<file path="config.mk">
export PLATFORM = sky130hd
export DESIGN_NAME = stage_mm
export DESIGN_NICKNAME = d
export VERILOG_FILES = /design/src/rtl/stage_mm.sv
export SDC_FILE = /design/constraint.sdc
export NUM_CORES = 1
export LEC_CHECK = 0
export CORE_MARGIN = 3
export CORE_UTILIZATION = 42
export CTS_CLUSTER_DIAMETER = 30
export CTS_CLUSTER_SIZE = 14
export DETAILED_ROUTE_END_ITERATION = 16
export PLACE_DENSITY_LB_ADDON = 0.1
export SLEW_MARGIN = 0
export SYNTH_ARGS = -nofsm -noshare
export SYNTH_HDL_FRONTEND = slang
export SYNTH_SLANG_ARGS = --single-unit
</file>
<file path="constraint.sdc">
create_clock -name clk -period 2.51 [get_ports clk]
set_clock_uncertainty 0.2 [all_clocks]
set_input_delay 0.251 -clock clk [delete_from_list [all_inputs] [get_ports clk]]
set_output_delay 0.251 -clock clk [all_outputs]
set_load 0.02 [all_outputs]
</file>
<file path="src/rtl/stage_mm.sv">
// Memory-access stage: issues one req/ack data-bus transaction per load/store and registers the result toward writeback.
// Non-memory ops pass through in 1 cycle; loads/stores hold out_stall high from capture until the result is written.
module stage_mm #(
    parameter int DATA_W      = 32,
    parameter int REG_ADDR_W  = 5,
    parameter int TIMEOUT_CYC = 16
) (
    input  logic                  clk,
    input  logic                  rst_n,
    input  logic                  en,
    input  logic                  stall,
    input  logic                  flush,
    input  logic                  reg_wr,
    input  logic [REG_ADDR_W-1:0] reg_addr_rd,
    input  logic [DATA_W-1:0]     alu_res,
    input  logic                  mem_rd,
    input  logic                  mem_wr,
    input  logic [DATA_W-1:0]     mem_wdata,
    output logic                  bus_req,
    output logic                  bus_we,
    output logic [DATA_W-1:0]     bus_addr,
    output logic [DATA_W-1:0]     bus_wdata,
    input  logic [DATA_W-1:0]     bus_rdata,
    input  logic                  bus_ack,
    output logic                  out_stall,
    output logic                  out_reg_wr,
    output logic [REG_ADDR_W-1:0] out_reg_addr_rd,
    output logic [DATA_W-1:0]     out_reg_data,
    output logic                  out_flush,
    output logic                  out_err,
    output logic [1:0]            out_err_code
);

    typedef enum logic [1:0] {IDLE, REQ, DONE} state_t;

    localparam logic [7:0] TMO_LAST = 8'(TIMEOUT_CYC - 1);

    state_t                  state, state_nxt;
    logic [7:0]              cnt;
    logic                    go;
    logic                    is_mem;
    logic                    misal;
    logic                    do_cap, do_misal, do_conf, do_fin, do_buf, do_tmo;
    logic [DATA_W-1:0]       fin_data;
    logic                    pend_wr;
    logic                    pend_load;
    logic [REG_ADDR_W-1:0]   pend_rd_addr;
    logic [DATA_W-1:0]       rbuf;

    assign go        = en && !stall;
    assign is_mem    = mem_rd || mem_wr;
    assign misal     = (alu_res[1:0] != 2'b00);
    assign out_stall = (state != IDLE);

    always_ff @(posedge clk or negedge rst_n) begin
        if (!rst_n) state <= IDLE;
        else        state <= state_nxt;
    end

    always_comb begin
        state_nxt = state;
        do_cap    = 1'b0;
        do_misal  = 1'b0;
        do_conf   = 1'b0;
        do_fin    = 1'b0;
        do_buf    = 1'b0;
        do_tmo    = 1'b0;
        fin_data  = bus_addr;
        case (state)
            IDLE: begin
                if (go && !flush && is_mem) begin
                    if (misal) begin
                        do_misal = 1'b1;
                    end else begin
                        do_cap    = 1'b1;
                        do_conf   = mem_rd && mem_wr;
                        state_nxt = REQ;
                    end
                end
            end
            REQ: begin
                if (pend_load) fin_data = bus_rdata;
                // A same-cycle ack always beats the timeout.
                if (bus_ack) begin
                    if (go) begin
                        do_fin    = 1'b1;
                        state_nxt = IDLE;
                    end else begin
                        do_buf    = 1'b1;
                        state_nxt = DONE;
                    end
                end else if (cnt == TMO_LAST) begin
                    do_tmo    = 1'b1;
                    state_nxt = IDLE;
                end
            end
            DONE: begin
                if (pend_load) fin_data = rbuf;
                if (go) begin
                    do_fin    = 1'b1;
                    state_nxt = IDLE;
                end
            end
            default: state_nxt = IDLE;
        endcase
    end

    always_ff @(posedge clk or negedge rst_n) begin
        if (!rst_n) begin
            cnt             <= '0;
            bus_req         <= 1'b0;
            bus_we          <= 1'b0;
            bus_addr        <= '0;
            bus_wdata       <= '0;
            pend_wr         <= 1'b0;
            pend_load       <= 1'b0;
            pend_rd_addr    <= '0;
            rbuf            <= '0;
            out_reg_wr      <= 1'b0;
            out_reg_addr_rd <= '0;
            out_reg_data    <= '0;
            out_flush       <= 1'b1;
            out_err         <= 1'b0;
            out_err_code    <= 2'b00;
        end else begin
            if (state == IDLE && go) begin
                if (flush || is_mem) begin
                    out_flush  <= 1'b1;
                    out_reg_wr <= 1'b0;
                end else begin
                    out_flush       <= 1'b0;
                    out_reg_wr      <= reg_wr;
                    out_reg_addr_rd <= reg_addr_rd;
                    out_reg_data    <= alu_res;
                end
            end
            if (do_cap) begin
                cnt          <= '0;
                bus_req      <= 1'b1;
                bus_we       <= mem_wr;
                bus_addr     <= alu_res;
                bus_wdata    <= mem_wdata;
                pend_wr      <= reg_wr && !mem_wr;
                pend_load    <= mem_rd && !mem_wr;
                pend_rd_addr <= reg_addr_rd;
            end else if (state == REQ && !bus_ack) begin
                cnt <= cnt + 8'd1;
            end
            if (do_fin || do_buf || do_tmo) bus_req <= 1'b0;
            if (do_buf) rbuf <= bus_rdata;
            if (do_fin) begin
                out_flush       <= 1'b0;
                out_reg_wr      <= pend_wr;
                out_reg_addr_rd <= pend_rd_addr;
                out_reg_data    <= fin_data;
            end
            if (do_misal) begin
                out_err      <= 1'b1;
                out_err_code <= 2'b01;
            end
            if (do_conf) begin
                out_err      <= 1'b1;
                out_err_code <= 2'b10;
            end
            if (do_tmo) begin
                out_err      <= 1'b1;
                out_err_code <= 2'b11;
            end
        end
    end

endmodule

</file>
Yosys cells after proc, flatten, opt, wreduce, memory -nomap -nowiden
Cells that the tools add are included.

Bits in registers: 157. Input port bits: 110. Output and inout port bits: 109. Logic and storage cells: 100.

$add $sub $neg: 1. Equal/unequal tests: 8. Muxes and demuxes: 50. Reductions and logical operators: 25.

Operator list (count): $mux W32 (5); $pmux W32 S2 (1); $mux W1 (28); $mux W2 (9); $mux W8 (2); $mux W5 (3); $reduce_bool A2 Y1 (5); $add A8 B1 Y8 const B (1); $eq A8 B4 Y1 const B (1); $logic_and A1 B1 Y1 (8); $ne A2 B2 Y1 const B (4); $pmux W2 S3 (1); $logic_not A1 Y1 (4); $logic_or A1 B1 Y1 (4); $reduce_and A4 Y1 (1); $ne A3 B3 Y1 const B (1); $reduce_bool A3 Y1 (1); $eq A2 B1 Y1 const B (1); $eq A2 B2 Y1 const B (1); $logic_not A2 Y1 (1); $pmux W1 S2 (1); $reduce_and A2 Y1 (1).

Logic depth before layout (Yosys ltp)
Gate-level depths: netlist of the first run.

Word-level depth: 9. Gate-level depth with buffers: 8.

Worst setup path after synthesis of the first run
No wires, ideal clock.

Kind: register -> register. From: reg state[0]. To: reg bus_addr[10]. Library setup time: 0.125 ns. Data arrival time: 2.083 ns. Data required time: 2.185 ns. Path slack: 0.103 ns. Stages on the path, launching flop included: 8. Buffers on the path: 1. Cells stage by stage: dfrtp_1 inv_1 ha_1 nand3b_1 or3_4 nor3_4 buf_6 mux2_2.

Word-level cells in the longest chain between the ends: 2.

RTL lines: from (decl) (line 38) `state_t state, state_nxt;`; from (signal assigned) (line 57) `else state <= state_nxt;`; $logic_not A2 Y1 (line 69) `case (state)`; $mux W1 (line 69); to (signal assigned) (line 141) `bus_addr <= alu_res;`; to (decl) (line 21) `output logic [DATA_W-1:0] bus_addr,`.

Every way passes these cells. A chain may end at the register's enable or synchronous reset.

Worst setup path after layout of the first run
From: reg state[0]. To: reg pend_rd_addr[4].

Word-level cells in the longest chain between the ends: 2.

RTL lines: $logic_not A2 Y1 (line 69); $mux W1 (line 69); to (signal assigned) (line 145) `pend_rd_addr <= reg_addr_rd;`; to (decl) (line 47) `logic [REG_ADDR_W-1:0] pend_rd_addr;`.

Every way passes these cells.

==> run metrics, run 1 <==
status finished, final reports clean; M3 GR Usage around 6.5%; max_cap viols 0; Ys Warns 0; async set-or-reset flop fraction in the synthesized netlist 100%; Die X ~140 µm; leak pwr about 4.4 nW; Synth top area share between 50% and 60%; RSZ-0062 raised after global routing true; Post-Syn Area 7080 µm²; routed length per instance roughly 18 µm; Slew Viols, Final 0; Post-Syn Area per Cell approximately 11 µm²; DR pass1 iterations 5; power per cell area 1150 nW/µm²; drt initial violations around 260; clock transition at the registers of the reported paths roughly 0.06 ns; met1 GRT Util between 20% and 30%; Clk Latency, worst-skew pair between 0.4 and 0.5 ns; CTS sink cnt 157; mux cell area share after synthesis between 10% and 20%; # DRC 0; slowest CP cell dfrtp_1; VDD IR max about 0.67 mV; final wirelength roughly 19 mm; min-delay worst type primary input to async pin; period utilization between 90% and 100%; initial antenna violation count 1; Hold Slack 0.122 ns; initial core utilization between 40% and 50%; core area ~16,000 µm²; CP Data Arrival Time between 2 and 3 ns; #FFs+latches synth ~160; post-synthesis xor/xnor area fraction less than 1%; Max stage delay on crit path 0.41 ns; setup slack at placement -0.0714 ns; endpoints failing setup 0; Yosys top cell by area dfrtp_1; Largest delay share family, worst path simple AND/OR/NAND/NOR gates; Syn Nets 733; final worst slack approximately 0.029 ns; Final Critical Period around 2.5 ns; Vias/cell 5.33; Area after DPL 9590 µm²; Placer Congestion 0.806; first-pass GRT wire length about 31 mm; antenna diode count 0; clock root cell clkbuf_16; Synth Area in Compound Gates 11.2%; commonest cells in the netlist dfrtp_1, nand2_1, mux2_2; total power between 0.01 and 0.015 W; fmax approximately 400 MHz; fin area 10,200 µm²; EDFF count, synth 0; most area-consuming cells after synthesis dfrtp_1, mux2_2, nand2_1; final hold vios 0; CTS Buf Count 17; Setup crit start kind register; Sum Neg Setup Slack 0 ns; Seq/Total Area, Yosys between 50% and 60%; WP data required ~2.6 ns; full die area 18,400 µm²; Worst Max-Slew Pin Slew roughly 1.0 ns; Mapped Cells slightly above 600; Crit Path Max Fanout 55; CP Capture Type register; I/O Buffers about 220; die height about 140 µm; All-Layer GR Usage 20.9%; layout cells sized above 1 roughly a fifth; post-CTS setup buffer count 0; count leader, synth dfrtp_1; Buf+Inv Stages, Crit Path 2; critical path type register to register; GR peak layer met2; routed vias about 5,700; gr ovfl total 0; Final #Nets between 900 and 1,000; H-tree depth 4; antenna-violating nets left 0; pin count of the biggest net entering global routing between 70 and 80; # IOs 219; largest family of logic cells by synthesized area multiplexers; Detail Placement HPWL ~13 mm; num rows 46; worst path cell trace inv_1, ha_1, nand3b_1, or3_4, nor3_4, buf_12, mux2_2; adder-cell share of the synthesized area less than 1%; CTS tree done; clock tree buffer depth 2; Slew HR about a third; Main synth FF type dfrtp_1; unique cell type count in the Yosys netlist 45; post-synthesis simple-gate area fraction between 10% and 20%; vias in the first global route just under 6,000; met2 Resource Use GR a little over a third; area added between synthesis and finish 44.2%
==> state kept, by name (all words and copies together) (netlist names) <==
register         count
bus_addr            32
bus_req              1
bus_wdata           32
bus_we               1
cnt                  8
out_err              1
out_err_code         2
out_flush            1
out_reg_addr_rd      5
out_reg_data        32
out_reg_wr           1
pend_load            1
pend_rd_addr         5
pend_wr              1
rbuf                32
state                2
==> final timing paths <==
| check | end | from | slack, ns | cells after the start |
|---|---|---|---|---|
| max in group asynchronous | bus_addr[13]$_DFFE_PN0P_ | rst_n | 1.32 | 3 |
| worst min register to register | out_err$_DFFE_PN0P_ | out_err$_DFFE_PN0P_ | 0.28 | 1 |
| worst max register to register | pend_rd_addr[4]$_DFFE_PN0P_ | state[0]$_DFFE_PN0P_ | 0.03 | 7 |
| min in group clk | out_reg_data[21]$_DFFE_PN0P_ | alu_res[21] | 0.23 | 3 |
| worst min-delay path | bus_wdata[30]$_DFFE_PN0P_ | rst_n | 0.12 | 2 |
| worst max-delay path | pend_rd_addr[4]$_DFFE_PN0P_ | state[0]$_DFFE_PN0P_ | 0.03 | 7 |
==> routing by layer <==
layer / vias to the layer above / wire length (µm) / share of wire, %
met4: 2 / 286 / 1.5
met1: 2819 / 7830 / 41
met5: - / 9 / 0.047
met2: 175 / 9760 / 51
met3: 21 / 1230 / 6.4
li1: 2651 / - / -
==> cell usage in the layout, fill, tap and decap left out, types with 3 or more instances in the layout <==
| cell type | count |
|---|---|
| xor2_1 | 3 |
| nand2b_1 | 14 |
| a221oi_1 | 32 |
| clkbuf_16 | 17 |
| clkdlybuf4s50_1 | 217 |
| a31oi_1 | 39 |
| a21oi_1 | 3 |
| a22o_1 | 19 |
| xnor2_1 | 4 |
| nor2b_1 | 5 |
| mux2_2 | 95 |
| nor2_1 | 21 |
| mux2_1 | 6 |
| nand2_1 | 133 |
| buf_12 | 6 |
| dfrtp_1 | 156 |
| inv_1 | 5 |
| inv_6 | 8 |
| buf_4 | 16 |
==> metrics by stage <==
step	util, %	instances
6_report	63.1	1064
3_3_place_gp	59.3	1031
2_1_floorplan	-	619
3_5_place_dp	59.3	1031
5_1_grt	63.1	1064
4_1_cts	63.1	1064
==> final cells by class <==
type / instances / area (µm²)
clock buffers: 19 / 453
fillers: 1244 / 5960
flip-flops and latches: 157 / 3930
multi-input cells: 412 / 2940
repair buffers: 242 / 2440
well taps: 216 / 270
inverters: 5 / 18.8
clock inverters: 13 / 151
==> timing repair <==
item | CTS | global route
setup endpoints to repair | 0 | 32
resized for setup | 0 | 2
hold buffers | 1 | 0
endpoints found under the hold margin | 151 | 0
==> power by group <==
group          switching (W)  internal (W)  total, W
registers           0.000645       0.00359   0.00423
clock network        0.00108       0.00154   0.00263
logic                0.00243       0.00249   0.00492
==> logic make-up (layout without fill, tap and decap cells) <==
logic type               count (synthesis)  in the layout
AO/OA/AOI/OAI                          104            104
XOR/XNOR                                 7              7
adder cells (fa/ha/maj)                  4              4
buffers and inverters                   50            279
flip-flops                             157            157
multiplexers                           103            103
AND/OR/NAND/NOR                        194            194
Note: power is estimated with default switching activity, not from simulation.
==> run 2: changes to the inputs <==
- CORE_UTILIZATION: 42 -> 47
- clock period: 2.51 -> 2.3 ns (I/O delays scaled with it)
==> run 2 against run 1 <==
  * The run now ends with negative setup slack left
  * Global-route usage grew 5.3 points
  * Die area decreased by 10%
  * Final cell count rose by 0.66%
  * Sequential power rose by 12%
  * Via count increased by 9.1%
  * Worst setup slack got worse by 0.15 ns
  * Clock-buffer cell count unchanged
  * Critical path type unchanged
  * Largest cell class unchanged
  * Highest routed layer is now met4
==> run metrics, run 2 (synthesized netlist as in run 1, its figures left out) <==
status complete, but fails checks; failing checks negative setup slack; leak pwr between 4 and 5 nW; P_int roughly 0.0088 W; antenna diode count 0; first-pass GRT wire length 33.6 mm; WP data required 2.39 ns; CTS Buf Count 17; clock tree buffer depth 2; final core occ approximately 76%; vias in the first global route ~6,200; VDD IR max between 0.6 and 0.7 mV; H-tree depth 4; Placer Congestion 0.808; Vias/cell between 5 and 6; Slew HR ~34%; Final #Nets between 900 and 1,000; max_cap viols 0; Clk Latency, worst-skew pair around 0.42 ns; min-delay worst type primary input to async pin; clock group share of total power 21.5%; fmax 414 MHz; switching portion of total power between 30% and 40%; pin count of the biggest net entering global routing 45; DR pass1 iterations 6; num rows 44; routed vias roughly 6,200; Hold Slack 0.0851 ns; initial antenna violation count 0; Area after DPL 9650 µm²; clock transition at the registers of the reported paths 0.06 ns; Slew Viols, Final 0; Detail Placement HPWL about 14 mm; endpoints failing setup 95; final hold vios 0; worst path cell trace inv_2, ha_4, nand3b_1, buf_4, buf_6, or4_4, clkbuf_16, nand2_1, a31oi_1; Final Critical Period approximately 2.4 ns; slowest CP cell or4_4; core area ~15,000 µm²; RSZ-0062 raised after global routing true; final wirelength ~23 mm; Crit Path Max Fanout 9; critical path type register to register; All-Layer GR Usage around a quarter; antenna-violating nets left 0; CTS sink cnt 157; fin area between 10,000 and 15,000 µm²; power share of the sequential group around a third; period utilization 105%; die height 129 µm; # DRC 0; final worst slack -0.118 ns; Setup crit start kind register; most common cell after layout, fill and taps aside clkdlybuf4s50_1; initial core utilization just under 50%; power per cell area 1230 nW/µm²; # IOs between 200 and 250; gr ovfl total 0; CP Capture Type register; full die area around 17,000 µm²; combinational power share 43.8%; CTS tree done; Net Switching slightly below 0.005 W; total power approximately 0.014 W; area added between synthesis and finish 56.6%; Die X 129 µm; Max stage delay on crit path 0.66 ns; I/O Buffers roughly 220; clock root cell clkbuf_16; layout cells sized above 1 26.8%; most frequent cells in the layout clkdlybuf4s50_1, dfrtp_1, nand2_1; drt initial violations a little under 500; CP Data Arrival Time between 2 and 3 ns; routed length per instance ~22 µm; Filler Cells Inserted 956; Worst Max-Slew Pin Slew ~1.0 ns
-- run 2: cell types whose count changed in the layout (fill, tap and decap cells not counted), sizes merged --
| cell | delta |
|---|---|
| buf | +32 |
| bufinv | +1 |
| inv | -6 |
| dlymetal6s2s | +1 |
| clkbuf | +6 |
| clkinvlp | +5 |
| clkdlybuf4s50 | -1 |
| nor2 | +1 |
-- run 2: critical path: cells and delay by family, from the launching register on --
family,cells,cell delay [ns]
AND/OR/NAND/NOR,3,0.84
buffers and inverters,4,0.61
flip-flops,1,0.40
adder cells (fa/ha/maj),1,0.14
AO/OA/AOI/OAI,1,0.09
-- run 2: worst paths after layout --
kind	slack, ns	end	from	cells after the start
hold / removal	0.09	bus_wdata[30]$_DFFE_PN0P_	rst_n	2
min in group clk	0.20	out_reg_data[9]$_DFFE_PN0P_	alu_res[9]	3
max in group asynchronous	1.17	out_flush$_DFFE_PN1P_	rst_n	3
hold reg to reg	0.30	out_err$_DFFE_PN0P_	out_err$_DFFE_PN0P_	1
setup reg to reg	-0.12	out_reg_data[18]$_DFFE_PN0P_	state[0]$_DFFE_PN0P_	9
setup / recovery	-0.12	out_reg_data[18]$_DFFE_PN0P_	state[0]$_DFFE_PN0P_	9
-- run 2: layout make-up --
| class | count | area, µm² | area share (%) |
|---|---|---|---|
| clock buffer | 19 | 453 | 4.09 |
| clock inverter | 13 | 163 | 1.47 |
| inverter | 5 | 18.8 | 0.169 |
| multi-input combinational | 413 | 3280 | 29.6 |
| sequential | 157 | 3930 | 35.5 |
| tap | 184 | 230 | 2.08 |
| timing repair buffer | 280 | 3000 | 27.1 |
-- run 2: repair_timing --
item / CTS / global route
hold endpoints to repair: 156 / 0
buffers inserted: 6 / 9
pin swaps: 1 / 42
cloned: 5 / 8
hold buffers: 1 / 0
setup endpoints to repair: 121 / 113
resized for setup: 11 / 98
-- run 2: layer usage --
metal	share of wire, %	GRT usage (%)	vias to the layer above
met2	50	42.6	262
met3	7.2	5.77	36
li1	-	-	2732
met5	0	0	-
met4	2.2	9.02	0
met1	41	35.2	3153
-- run 2: metrics by stage --
stage	worst slack (ns)	setup TNS, ns	cells
2_1_floorplan	-0.0953	-6.40	619
6_report	-0.118	-6.45	1071
5_1_grt	-0.172	-13.22	1071
3_5_place_dp	-0.190	-17.19	1011
3_3_place_gp	-0.140	-12.28	1011
4_1_cts	-0.0380	-0.496	1055
-- run 2: power by group through the flow --
stage / Sequential [W] / Clock, W / Combinational (W)
final: 0.00475 / 0.00293 / 0.00598
after global routing: 0.00489 / 0.00307 / 0.00636
after CTS: 0.00464 / 0.00296 / 0.00561
after detailed placement: 0.00466 / 0 / 0.00547
after global placement: 0.00460 / 0 / 0.00534
after floorplan: 0.00548 / 0 / 0.00195
==> run 3: changes to the inputs <==
- SKIP_LAST_GASP: not set -> 1
==> run 3 against run 2 <==
  * The flow still finishes with violations (negative setup slack)
  * Sequential share of layout area grew 0.34 points
  * Clock power is essentially flat
  * Core utilization shrank 0.73 points
  * Hold slack is essentially flat
  * Cell area shrank 0.96%
  * Worst setup slack gained 0.0037 ns
  * Clock-buffer cell count is the same
  * Register-to-register slack is essentially flat
  * Die area is the same
  * Final cell count is the same
  * Critical path type unchanged
  * Critical endpoint is now bus_addr[6]$_DFFE_PN0P_
==> run metrics, run 3 (synthesized netlist as in run 1, its figures left out) <==
status complete, but fails checks; failing checks negative setup slack; Crit. path cell count 9; Setup crit start kind register; clock root cell clkbuf_16; antenna diode count 0; critical path capture point bus_addr[6]$_DFFE_PN0P_; # DRC 0; CTS tree done; layout cells sized above 1 about 26%; most frequent cells in the layout clkdlybuf4s50_1, dfrtp_1, nand2_1; Placer Congestion between 0.8 and 0.9; min-delay worst type primary input to async pin; leak pwr slightly below 5 nW; Crit Path Max Fanout 8; final core occ 75.0%; Max stage delay on crit path about 0.40 ns; Die X approximately 130 µm; fin area about 11,000 µm²; Vias/cell between 5 and 6; final worst slack -0.115 ns; Area after DPL approximately 9600 µm²; most common cell after layout, fill and taps aside clkdlybuf4s50_1; All-Layer GR Usage between 20% and 30%; period utilization 105%; area added between synthesis and finish 55.1%; Slew HR 33.2%; Final Critical Period 2.41 ns; critical path type register to register; vias in the first global route slightly above 6,000; num rows 44; Slew Viols, Final 0; clock transition at the registers of the reported paths roughly 0.060 ns; # IOs 219; DR pass1 iterations 5; full die area approximately 17,000 µm²; routed length per instance approximately 21 µm; max_cap viols 0; CTS sink cnt around 160; H-tree depth 4; Reg2Reg Setup Slack -0.11 ns; CP Capture Type register; die height roughly 130 µm; worst path cell trace inv_2, ha_4, nand3b_1, or3_4, nor3_4, buf_6, buf_8, clkbuf_16, mux2_2; reg2reg start state[0]$_DFFE_PN0P_; cells on worst reg2reg path 9; power per cell area around 1200 nW/µm²; crit path from state[0]$_DFFE_PN0P_; first-pass GRT wire length between 30 and 40 mm; pin count of the biggest net entering global routing 45; initial core utilization between 40% and 50%; slowest CP cell dfrtp_1; Clk Latency, worst-skew pair ~0.42 ns; gr ovfl total 0; VDD IR max ~0.64 mV; final hold vios 0; Detail Placement HPWL approximately 14 mm; Largest delay share family, worst path simple AND/OR/NAND/NOR gates; fmax 414 MHz; clock tree buffer depth 2; core area roughly 15,000 µm²; drt initial violations 486; final wirelength between 20 and 25 mm; Worst Max-Slew Pin Slew about 1 ns; CTS Buf Count 17; Hold Slack approximately 0.085 ns; RSZ-0062 raised after global routing true; antenna-violating nets left 0; I/O Buffers about 220; Critical R2R Capture bus_addr[6]$_DFFE_PN0P_; initial antenna violation count 0; WP data required 2.41 ns; setup slack at placement -0.190 ns; CP Data Arrival Time 2.52 ns; endpoints failing setup 94; routed vias around 6,100; Buf+Inv Stages, Crit Path 4; total power approximately 0.014 W; Final #Nets 988
run 3: cell counts in the layout (fill, tap and decap cells not counted):
No cell type changed its count.
run 3: timing repair:
action                                  4_1_cts  5_1_grt
gates cloned                                  5        8
endpoints found under the hold margin       156        0
pin swaps                                     1       39
hold buffers                                  1        0
gates resized for setup                      11       68
endpoints found under the setup margin      121      113
setup buffers                                 6        9
run 3: layout make-up:
type	count	area [µm²]
Timing Repair Buffer	280	3000
Clock buffer	19	453
Multi-Input combinational cell	413	3180
Sequential cell	157	3930
Inverter	5	18.8
Fill cell	972	3670
Clock inverter	13	163
Tap cell	184	230
run 3: stage by stage:
step           setup TNS [ns]  cells
2_1_floorplan           -6.40    619
3_3_place_gp           -12.28   1011
3_5_place_dp           -17.19   1011
4_1_cts                -0.496   1055
5_1_grt                -13.70   1071
6_report                -6.34   1071
run 3: per-layer routing:
layer	global-route usage, %	share of wire [%]	up-vias
met3	5.77	7.1	25
met1	35.2	41	3133
met2	42.6	51	252
li1	-	-	2731
met4	9.02	1.5	0
met5	0	0	-
run 3: power by group:
part           internal (W)  total (W)  switching, W
registers           0.00392    0.00472      0.000807
clock network       0.00177    0.00292       0.00116
logic               0.00303    0.00589       0.00285
total               0.00872     0.0135       0.00482
run 3: worst reg2reg max path: cells and delay by family (launching register included):
| kind | cells | cell delay (ns) |
|---|---|---|
| buffers and inverters | 4 | 0.55 |
| adder cells (fa/ha/maj) | 1 | 0.14 |
| flip-flops | 1 | 0.40 |
| multiplexers | 1 | 0.34 |
| AND/OR/NAND/NOR | 3 | 0.67 |
run 3: worst min path at each step:
stage           from                     endpoint  cells after the start
3_3_place_gp   rst_n      bus_addr[8]$_DFFE_PN0P_                      1
5_1_grt        rst_n    bus_wdata[30]$_DFFE_PN0P_                      2
6_report       rst_n    bus_wdata[30]$_DFFE_PN0P_                      2
4_1_cts        rst_n  out_reg_data[8]$_DFFE_PN0P_                      2
3_5_place_dp   rst_n  out_reg_data[8]$_DFFE_PN0P_                      1
2_1_floorplan  rst_n      bus_addr[0]$_DFFE_PN0P_                      0
